<file path="src/rtl/slip_pkg.sv">
// Shared SLIP code points, decoder state encoding and the output beat layout.
package slip_pkg;

  localparam logic [7:0] SLIP_END     = 8'hC0;
  localparam logic [7:0] SLIP_ESC     = 8'hDB;
  localparam logic [7:0] SLIP_ESC_END = 8'hDC;
  localparam logic [7:0] SLIP_ESC_ESC = 8'hDD;

  localparam logic [1:0] ST_IDLE    = 2'd0;
  localparam logic [1:0] ST_DATA    = 2'd1;
  localparam logic [1:0] ST_ESCAPE  = 2'd2;
  localparam logic [1:0] ST_DISCARD = 2'd3;

  typedef struct packed {
    logic [7:0] data;
    logic       last;
    logic       error;
  } out_beat_t;

endpackage

</file>
<file path="src/rtl/axis_out_reg.sv">
// One-deep AXI-stream output register. A load replaces the beat and raises
// ovalid; a transfer without a new load drops ovalid. iready tells the
// producer a load is safe this cycle.
module axis_out_reg
  import slip_pkg::*;
(
  input  logic      clock,
  input  logic      reset,
  input  logic      load,
  input  out_beat_t load_beat,
  input  logic      oready,
  output out_beat_t beat,
  output logic      ovalid,
  output logic      iready
);

  out_beat_t beat_q, beat_d;
  logic      ovalid_q, ovalid_d;

  // Next-state: load wins over drain so a transfer and a new beat can share a cycle.
  always_comb begin
    beat_d   = beat_q;
    ovalid_d = ovalid_q;
    if (load) begin
      beat_d   = load_beat;
      ovalid_d = 1'b1;
    end else if (oready) begin
      ovalid_d = 1'b0;
    end
  end

  // Output register; contents stay frozen while stalled.
  always_ff @(posedge clock or posedge reset) begin
    if (reset) begin
      beat_q   <= '0;
      ovalid_q <= 1'b0;
    end else begin
      beat_q   <= beat_d;
      ovalid_q <= ovalid_d;
    end
  end

  assign beat   = beat_q;
  assign ovalid = ovalid_q;
  assign iready = !ovalid_q || oready;

endmodule

</file>
<file path="src/rtl/axis_slip_decoder.sv">
// SLIP (RFC 1055) frame decoder between the RS232 byte receiver and the
// packet layer. A one-byte hold register delays each payload byte until the
// next event reveals whether it ends the frame.
module axis_slip_decoder
  import slip_pkg::*;
#(
  parameter int MAX_LEN   = 256,
  parameter int ERR_WIDTH = 16
) (
  input  logic                 clock,
  input  logic                 reset,
  input  logic [7:0]           idata,
  input  logic                 ivalid,
  output logic                 iready,
  output logic [7:0]           odata,
  output logic                 ovalid,
  output logic                 olast,
  output logic                 oerror,
  input  logic                 oready,
  output logic [ERR_WIDTH-1:0] errcount
);

  localparam int              LEN_W   = $clog2(MAX_LEN + 1);
  localparam logic [LEN_W-1:0] LEN_MAX = LEN_W'(MAX_LEN);

  logic [1:0]           state_q, state_d;
  logic [7:0]           hold_q, hold_d;
  logic                 hold_vld_q, hold_vld_d;
  logic [LEN_W-1:0]     len_q, len_d;
  logic [ERR_WIDTH-1:0] errcount_q, errcount_d;

  logic      accept;
  logic      dec_vld;
  logic [7:0] dec_byte;
  logic      err_frame;
  logic      load;
  out_beat_t load_beat;
  out_beat_t beat;

  assign accept = ivalid && iready;

  // Decoder FSM: classify the consumed byte, then apply the decoded-byte and
  // error-close actions, which are shared across states.
  always_comb begin
    state_d        = state_q;
    hold_d         = hold_q;
    hold_vld_d     = hold_vld_q;
    len_d          = len_q;
    errcount_d     = errcount_q;
    dec_vld        = 1'b0;
    dec_byte       = idata;
    err_frame      = 1'b0;
    load           = 1'b0;
    load_beat.data  = hold_q;
    load_beat.last  = 1'b0;
    load_beat.error = 1'b0;

    if (accept) begin
      case (state_q)
        ST_IDLE, ST_DATA: begin
          if (idata == SLIP_END) begin
            // Closing an empty frame (hold empty) emits nothing.
            load           = hold_vld_q;
            load_beat.last = 1'b1;
            hold_vld_d     = 1'b0;
            len_d          = '0;
            state_d        = ST_IDLE;
          end else if (idata == SLIP_ESC) begin
            state_d = ST_ESCAPE;
          end else begin
            dec_vld = 1'b1;
          end
        end
        ST_ESCAPE: begin
          if (idata == SLIP_ESC_END) begin
            dec_vld  = 1'b1;
            dec_byte = SLIP_END;
          end else if (idata == SLIP_ESC_ESC) begin
            dec_vld  = 1'b1;
            dec_byte = SLIP_ESC;
          end else begin
            err_frame = 1'b1;
            state_d   = (idata == SLIP_END) ? ST_IDLE : ST_DISCARD;
          end
        end
        default: begin
          if (idata == SLIP_END) state_d = ST_IDLE;
        end
      endcase

      if (dec_vld) begin
        if (len_q == LEN_MAX) begin
          // Oversize: the held byte closes the frame as truncated.
          err_frame = 1'b1;
          state_d   = ST_DISCARD;
        end else begin
          load       = hold_vld_q;
          hold_d     = dec_byte;
          hold_vld_d = 1'b1;
          len_d      = len_q + 1'b1;
          state_d    = ST_DATA;
        end
      end

      if (err_frame) begin
        load            = hold_vld_q;
        load_beat.last  = 1'b1;
        load_beat.error = 1'b1;
        hold_vld_d      = 1'b0;
        len_d           = '0;
        if (errcount_q != '1) errcount_d = errcount_q + 1'b1;
      end
    end
  end

  // Decoder state, hold register, frame length and error counter.
  always_ff @(posedge clock or posedge reset) begin
    if (reset) begin
      state_q    <= ST_IDLE;
      hold_q     <= '0;
      hold_vld_q <= 1'b0;
      len_q      <= '0;
      errcount_q <= '0;
    end else begin
      state_q    <= state_d;
      hold_q     <= hold_d;
      hold_vld_q <= hold_vld_d;
      len_q      <= len_d;
      errcount_q <= errcount_d;
    end
  end

  axis_out_reg u_out (
    .clock     (clock),
    .reset     (reset),
    .load      (load),
    .load_beat (load_beat),
    .oready    (oready),
    .beat      (beat),
    .ovalid    (ovalid),
    .iready    (iready)
  );

  assign odata    = beat.data;
  assign olast    = beat.last;
  assign oerror   = beat.error;
  assign errcount = errcount_q;

endmodule

</file>
<file path="config.mk">
export PLATFORM = sky130hd
export DESIGN_NAME = axis_slip_decoder
export DESIGN_NICKNAME = d
export VERILOG_FILES = /design/src/rtl/slip_pkg.sv /design/src/rtl/axis_out_reg.sv /design/src/rtl/axis_slip_decoder.sv
export SDC_FILE = /design/constraint.sdc
export NUM_CORES = 1
export LEC_CHECK = 0
export ABC_AREA = 1
export CAP_MARGIN = 20
export CORE_UTILIZATION = 54
export CTS_CLUSTER_SIZE = 30
export DETAILED_ROUTE_END_ITERATION = 10
export GPL_ROUTABILITY_DRIVEN = 0
export GPL_TIMING_DRIVEN = 1
export HOLD_SLACK_MARGIN = 0.06
export PLACE_DENSITY = 0.8
export SETUP_SLACK_MARGIN = 0.3
export SLEW_MARGIN = 25
export SYNTH_ARGS = -nofsm -noshare
export SYNTH_HDL_FRONTEND = slang
export SYNTH_SLANG_ARGS = --single-unit
</file>
<file path="constraint.sdc">
create_clock -name clock -period 2.3 [get_ports clock]
set_clock_uncertainty 0.2 [all_clocks]
set_input_delay 0.23 -clock clock [delete_from_list [all_inputs] [get_ports clock]]
set_output_delay 0.23 -clock clock [all_outputs]
set_load 0.005 [all_outputs]
</file>
# Yosys cells after proc, flatten, opt, wreduce, memory -nomap -nowiden
# Cells that the tools add are included.
[totals] ff_bits=47 input_bits=12 wordCells=79
[classes] n_bitwise=1 addsub=2 muxes=46 eq_ne=11 reduce_logical=10
[ops] op="two-way mux 9 bit" n=5
[ops] op="equality test 8 bit, second input constant" n=4
[ops] op="two-way mux 1 bit" n=26
[ops] op="two-way mux 8 bit" n=3
[ops] op="two-way mux 2 bit" n=10
[ops] op="adder 16 x 1 -> 16 bit, second input constant" n=1
[ops] op="inequality test 16 bit, second input constant" n=1
[ops] op="adder 9 x 1 -> 9 bit, second input constant" n=1
[ops] op="equality test 9 bit, second input constant" n=1
[ops] op="inequality test 3 bit, second input constant" n=2
[ops] op="AND reduction 3 bit" n=2
[ops] op="AND reduction 5 bit" n=1
[ops] op="inequality test 4 bit, second input constant" n=1
[ops] op="case mux 2 bit (2 select lines)" n=1
[ops] op="nonzero test 4 bit" n=1
[ops] op="equality test 2 x 1 -> 1 bit, second input constant" n=1
[ops] op="equality test 2 bit, second input constant" n=1
[ops] op="logical NOT 2 bit" n=1
[ops] op="case mux 1 bit (2 select lines)" n=1
[ops] op="nonzero test 2 bit" n=1
[ops] op="OR reduction 2 bit" n=1
[ops] op="logical AND 1 bit" n=1
[ops] op="logical NOT 1 bit" n=1
[ops] op="logical OR 1 bit" n=1
[ops] op="NOT 1 bit" n=1

# Longest topological paths before layout
[depth] word_depth=10 ltp_mapped=13 depth_no_buf=12

# Modules after synthesis
# A second synthesis with hierarchy kept.
[unflattened] cells_unflattened=400 area_unflattened_um2=2869.0
[by_module_without_submodules] module="axis_slip_decoder" area_each_um2=2443.6 instances=1 cells_each=352
[by_module_without_submodules] module="axis_out_reg" area_each_um2=425.4 instances=1 cells_each=48

# Worst setup path after synthesis
# Ideal clock, no wire load.
[synth_timing] path_kind="register -> register" startpoint="register errcount_q[0] (netlist: errcount[0])" endpoint="register errcount_q[0] (netlist: errcount[0])" path_stages_with_launch=8 arrival_ns=1.464 synth_period_minus_slack_ns=1.744 slack_ns=0.556 path_cell_list="dfrtp_1 > ha_1 > nand3_1 > nor3_2 > nand3b_1 > nand3_2 > buf_6 > xor2_1"
[synth_between] elab_chain_len=2 word_cells_on_any_way=3
[synth_lines] item="start: declaration" line_no="axis_slip_decoder.sv:30" source="logic [ERR_WIDTH-1:0] errcount_q, errcount_d;"
[synth_lines] item="start signal: assignment" line_no="axis_slip_decoder.sv:129" source="errcount_q <= errcount_d;"
[synth_lines] item="branches (longest 2 deep; another with adder 16 x 1 -> 16 bit)"
# Parallel ways; which one is timed is not known.
# A chain may end at the register's enable or synchronous reset.

# Worst setup path in the final report
[layout_timing] startpoint="register len_q[0]" endpoint="register errcount_q[2] (netlist: errcount[2])"
[layout_between] elab_chain_len=5
[layout_lines] item="start: declaration" line_no="axis_slip_decoder.sv:29" source="logic [LEN_W-1:0] len_q, len_d;"
[layout_lines] item="start signal: assignment" line_no="axis_slip_decoder.sv:128" source="len_q <= len_d;"
[layout_lines] item="equality test 9 bit" line_no="axis_slip_decoder.sv:92" source="if (len_q == LEN_MAX) begin"
[layout_lines] item="two-way mux 1 bit" line_no="axis_slip_decoder.sv:92"
[layout_lines] item="two-way mux 1 bit" line_no="axis_slip_decoder.sv:91" source="if (dec_vld) begin"
[layout_lines] item="two-way mux 1 bit" line_no="axis_slip_decoder.sv:58" source="if (accept) begin"
[layout_lines] item="AND reduction 3 bit (no source line)"
# No other way between the ends. The select of a mux whose other input is x is not followed.

==> impl_results.md <==
* Power Density at 974 mW/mm2
* Rel. slew slack at 61.2%
* Nets at 417
* DR pass1 iterations at 5
* Kind of cell adding the most delay to the critical path: simple AND/OR/NAND/NOR gates
* Worst path depth at 11
* GR Util All Layers at 26.0%
* Commonest non-fill, non-tap cells in the layout: nand2_1, dfrtp_1, nand3_1, clkdlybuf4s50_1, inv_1
* CORE AREA at 0.00475 mm2
* Area of the multi-input gates at 0.00143 mm2
* Worst hold path class: input pin to flop
* Crit path buf inv count at 3
* First-pass GRT wire length at 10.6 mm
* #FFs+latches synth at 47
* Min cycle time layout at 1920 ps
* Netlist cell types at 34
* Initial Util at 56.8%
* Worst slew pin tran at 582 ps
* DR vias/cell at 5.37
* # fillers at 346
* Number of antenna violations at the first check in global routing at 0
* Simple-gate share of the synthesized area at 36.4%
* Die ar. at 0.00529 mm2
* Met3 usage at 4.28%
* Hold Slack at 48.0 ps
* DP Wirelength at 4.54 mm
* Post-synthesis mux area share at 0%
* Max stage delay on crit path at 420 ps
* Largest family of logic cells by synthesized area: simple AND/OR/NAND/NOR gates
* Clk sinks at 47
* Global routing usage on met2 at 43.1%
* Fin. Hold Viols at 0
* Max clock buf depth at 2
* Die Height at 72.7 um
* Grt ovf at 0
* Max frequency at 522 MHz
* Status: finished, final reports clean
* Arr. time, crit path at 1910 ps
* Adder-cell area share of the yosys netlist at 1.39%
* # port buffers at 39
* Crit path cell chain: inv_2 > ha_1 > nand4_1 > nor2_4 > buf_6 > nand2_4 > nand2_2 > nand3_4 > buf_4 > nand2_1 > o21ai_2
* Grt peak-use layer: met2
* Final slew viol count at 0
* DRC at 0
* Antenna diodes at 0
* Synth-to-layout area growth at 31.7%
* Period utilization at 83.3%
* Worst setup SP type: flop
* Mean post-synth cell area at 7.92 um2
* Clock Tree Root: clkbuf_8
* Final Power at 3470 uW
* Reg2Reg Depth at 11
* Post-Syn Area at 0.00270 mm2
* Largest net degree at the start of global routing at 48
* Crit path max fanout at 4
* Total CTS buffers at 5
* Total Wirelength at 6.61 mm
* Met1 Usage GRT at 34.3%
* Worst hold path stage count at 3
* Static Leakage at 0.00173 uW
* Most common cell after layout, fill and taps aside: nand2_1
* Register area share after synthesis at 43.6%
* Vias in the first global route at 2,323
* WS Path Type: flop to flop
* Crit path max-delay cell type: dfrtp_1
* Gate Count Post-Synth at 341
* Row count at 25
* WL/cell at 14.1 um
* Syn. warnings at 0
* DRT iter0 DRCs at 185
* Ports at 40
* Crit. End Element: flop
* XOR/XNOR Fraction of Synth Area at 5.19%
* Syn_nets at 356
* Final setup viols at 0
* Vias at 2,517
* TritonCTS clock tree: built
* Unrepaired setup endpoints after global routing: yes
* Die width at 72.7 um
* ANT nets after route at 0
* Critical Path RT at 2300 ps
* Peak VDD IR at 713 uV
* Fin Setup TNS at 0 ps
* MaxCap Viol Count at 0
* Fraction of layout cells with a size suffix above 1 at 19.7%
* Clk_lat worst skew at 300 ps
* Compound-Gate Fraction of Synth Area at 6.95%
* H-tree depth at 2
* Worst-path clk slew at 90 ps
* Register area at 0.00118 mm2
-- metrics by stage --
| step | util (%) | worst slack, ps | instance area (um2) | instances |
|---|---|---|---|---|
| after CTS | 70.2 | 303 | 3340 | 458 |
| after floorplan | - | 556 | 2700 | 341 |
| after global routing | 74.8 | 275 | 3560 | 469 |
| after global placement | 67.9 | 95.2 | 3230 | 451 |
| final | 74.8 | 383 | 3560 | 469 |
| after detailed placement | 67.9 | 19.3 | 3230 | 451 |
-- worst min-delay path, delay by kind of cell --
kind	cells	cell delay, ps
buffers and inverters	2	220
AO/OA/AOI/OAI	1	70
-- state kept, by name, summed over array words and instances (netlist names) --
name / count
errcount: 16
u_out.beat: 10
len_q: 9
hold_q: 8
state_q: 2
hold_vld_q: 1
u_out.ovalid: 1
-- where the power goes --
group          internal (uW)  total [uW]  switching (uW)
registers               1060        1290             227
clock network            319         595             276
logic                    732        1580             850
total                   2110        3470            1350
-- metal layers --
layer  up-vias  part of all wire [%]
met1      1211                    43
met2        77                    52
met4         0                   1.4
met3        10                   3.9
li1       1219                     -
met5         -                     0
-- worst paths after layout --
check / slack (ps) / start / to
max in group asynchronous: 1280 / reset / errcount[0]
hold / removal: 50 / idata[2] / hold_q[2]
hold reg to reg: 280 / u_out.beat[4] / u_out.beat[4]
setup reg to reg: 380 / len_q[0] / errcount[2]
setup / recovery: 380 / len_q[0] / errcount[2]
min in group asynchronous: 190 / reset / u_out.beat[8]
-- cells in the mapped netlist (all sizes together) --
cell,instances,area (um2)
a31oi,1,6.26
nand2,118,497
nand3b,2,15.0
nor2,27,126
nor3,6,35.0
xor2,10,87.6
buf,6,47.5
nand4,6,37.5
o21ai,22,125
o31ai,1,7.51
clkbuf,1,3.75
nand3,43,260
xnor2,6,52.6
or2,2,12.5
ha,3,37.5
inv,32,120
a21oi,5,36.3
clkinv,1,3.75
dfrtp,47,1180
o22ai,2,12.5
-- logic make-up (layout without fill, tap and decap cells) --
logic type                 count (synthesis)  count (layout)
adders and majority gates                  3               3
xor gates and xnor gates                  16              16
buffers and inverters                     40             101
and+or+nand+nor                          204             204
DFF                                       47              47
AOI/OAI and AO/OA                         31              31
-- layout make-up --
cell class / count / area share [%]
multi-input combinational: 254 / 40.2
sequential: 47 / 33.1
timing repair buffer: 61 / 17.8
inverter: 33 / 3.66
tap: 67 / 2.36
clock buffer: 6 / 2.04
clock inverter: 1 / 0.844
-- timing repair --
item,CTS,global route
cloned,0,1
setup buffers,0,8
pin swaps,0,14
endpoints found under the hold margin,0,2
hold buffers,0,2
resized for setup,1,36
setup endpoints to repair,12,35
Power figures use the tool's default switching activity.
==> RTL change (config.mk and constraints unchanged) <==
Put a register stage on the output `oerror`, with the module's reset. The value now appears one clock later. The other outputs are not delayed to match.
--- a/src/rtl/axis_slip_decoder.sv
+++ b/src/rtl/axis_slip_decoder.sv
@@ -143,7 +143,13 @@
 
   assign odata    = beat.data;
   assign olast    = beat.last;
-  assign oerror   = beat.error;
+  always_ff @(posedge clock or posedge reset) begin
+    if (reset) begin
+      oerror <= '0;
+    end else begin
+      oerror <= beat.error;
+    end
+  end
   assign errcount = errcount_q;
 
 endmodule
Check against the original RTL: not equivalent (Yosys sat finds a counterexample within 4 cycles, from zero or initial values and one cycle with reset high).
==> RTL change against the original RTL <==
Setup slack worse by 59 ps. Total power is 3.8% higher. First-iteration DRC count is 26% higher. Largest cell class unchanged. Count of clock-buffer cells in the layout is 1 lower. Area after synthesis is 6.3% higher. Routed wire length is 3.4% higher. Sequential power is 5% higher. Sequential cell count is 1 higher. Core utilization is 2.7 points lower. Design area is 3.5% higher.
==> RTL change: results (changes against the original RTL) <==
worstPathMaxFanout: 8  # +4
detail_route.wirelength.met1_um: 3140  # +11%
synth_compound_area_share_pct: 9.63  # +2.7 points
io_buffers: 39  # unchanged
post_synth_inst_count: 365  # +7.0%
postCtsSetupRepairBufs: 2  # +2
reg2reg_to: "errcount[4]"
post_synth_mux_area_share_pct: 0  # unchanged
r2r_cells: 10  # -1
num-fill-cells: 393  # +14%
yosys.area_share.adder_pct: 1.31  # -0.082 points
timing.critical_path.slowest_cell_delay_ps: 430
place.detailed.instances: 467  # +3.5%
detailedPlacementHpwl_um: 4440  # -2.0%
via_per_inst: 5.40  # +0.68%
design.final.nets: 435  # +4.3%
critical_path.reg2reg.startpoint: "errcount[1]"
grt_util_met1_pct: 34.9  # +0.66 points
route.final.wire_length_um: 6840  # +3.4%
met2_wirelength_um: 3320  # -3.4%
worst_pin_slew_ps: 538  # -44.1 ps
post_layout_nonfiller_instances: 491  # +4.7%
synth.yosys.seq_area_share_pct: 41.8  # -1.7 points
hp-class: "in2async"
yosysUniqueCellTypes: 30  # -12%
static_leakage_nw: 1.72  # -0.17%
cts-resized-gates: 3  # +2
max_freq_mhz: 506  # -3.0%
synth-xor-area-share_pct: 5.19  # about the same
fin_hold_ws_ps: 85.8  # +37.8 ps
postSynthNetCount: 380  # +6.7%
grt_max_degree: 32  # -33%
placedInstanceArea_um2: 3320  # +2.8%
gr-usage-met2_pct: 34.5  # -8.6 points
vdd_drop_max_mv: 0.492  # -31%
dp_worst_setup_slack_ps: -62.0  # -81.2 ps
critPathArrivalTime_ps: 1970  # +60 ps
dr_wl_met3_um: 342  # +34%
grt_util_met3_pct: 3.61  # -0.67 points
grt_pass1_vias: 2098  # -9.7%
run_status: "finished, final reports clean"
==> RTL change: how the worst max path moves through the flow <==
stage | to | start
2_1_floorplan | errcount[2] | errcount[0]
3_3_place_gp | u_out.beat[7] | idata[6]
3_5_place_dp | u_out.beat[9] | idata[3]
4_1_cts | errcount[0] | errcount[1]
5_1_grt | errcount[1] | idata[1]
6_report | errcount[7] | idata[1]
==> RTL change: layout make-up <==
class                           count  area [µm²]  share of cell area [%]
Tap cell                           70        87.6                    2.38
Multi-Input combinational cell    250        1430                    38.7
Sequential cell                    48        1200                    32.6
Clock inverter                      3        42.5                    1.16
Inverter                           50         188                    5.10
Timing Repair Buffer               65         668                    18.2
Clock buffer                        5        68.8                    1.87
==> RTL change: power breakdown <==
group | switching (mW) | leakage (nW) | total, mW | internal [mW]
logic | 0.875 | 1.04 | 1.64 | 0.762
registers | 0.255 | 0.627 | 1.35 | 1.09
clock network | 0.292 | 0.0541 | 0.615 | 0.322
total | 1.42 | 1.72 | 3.60 | 2.17
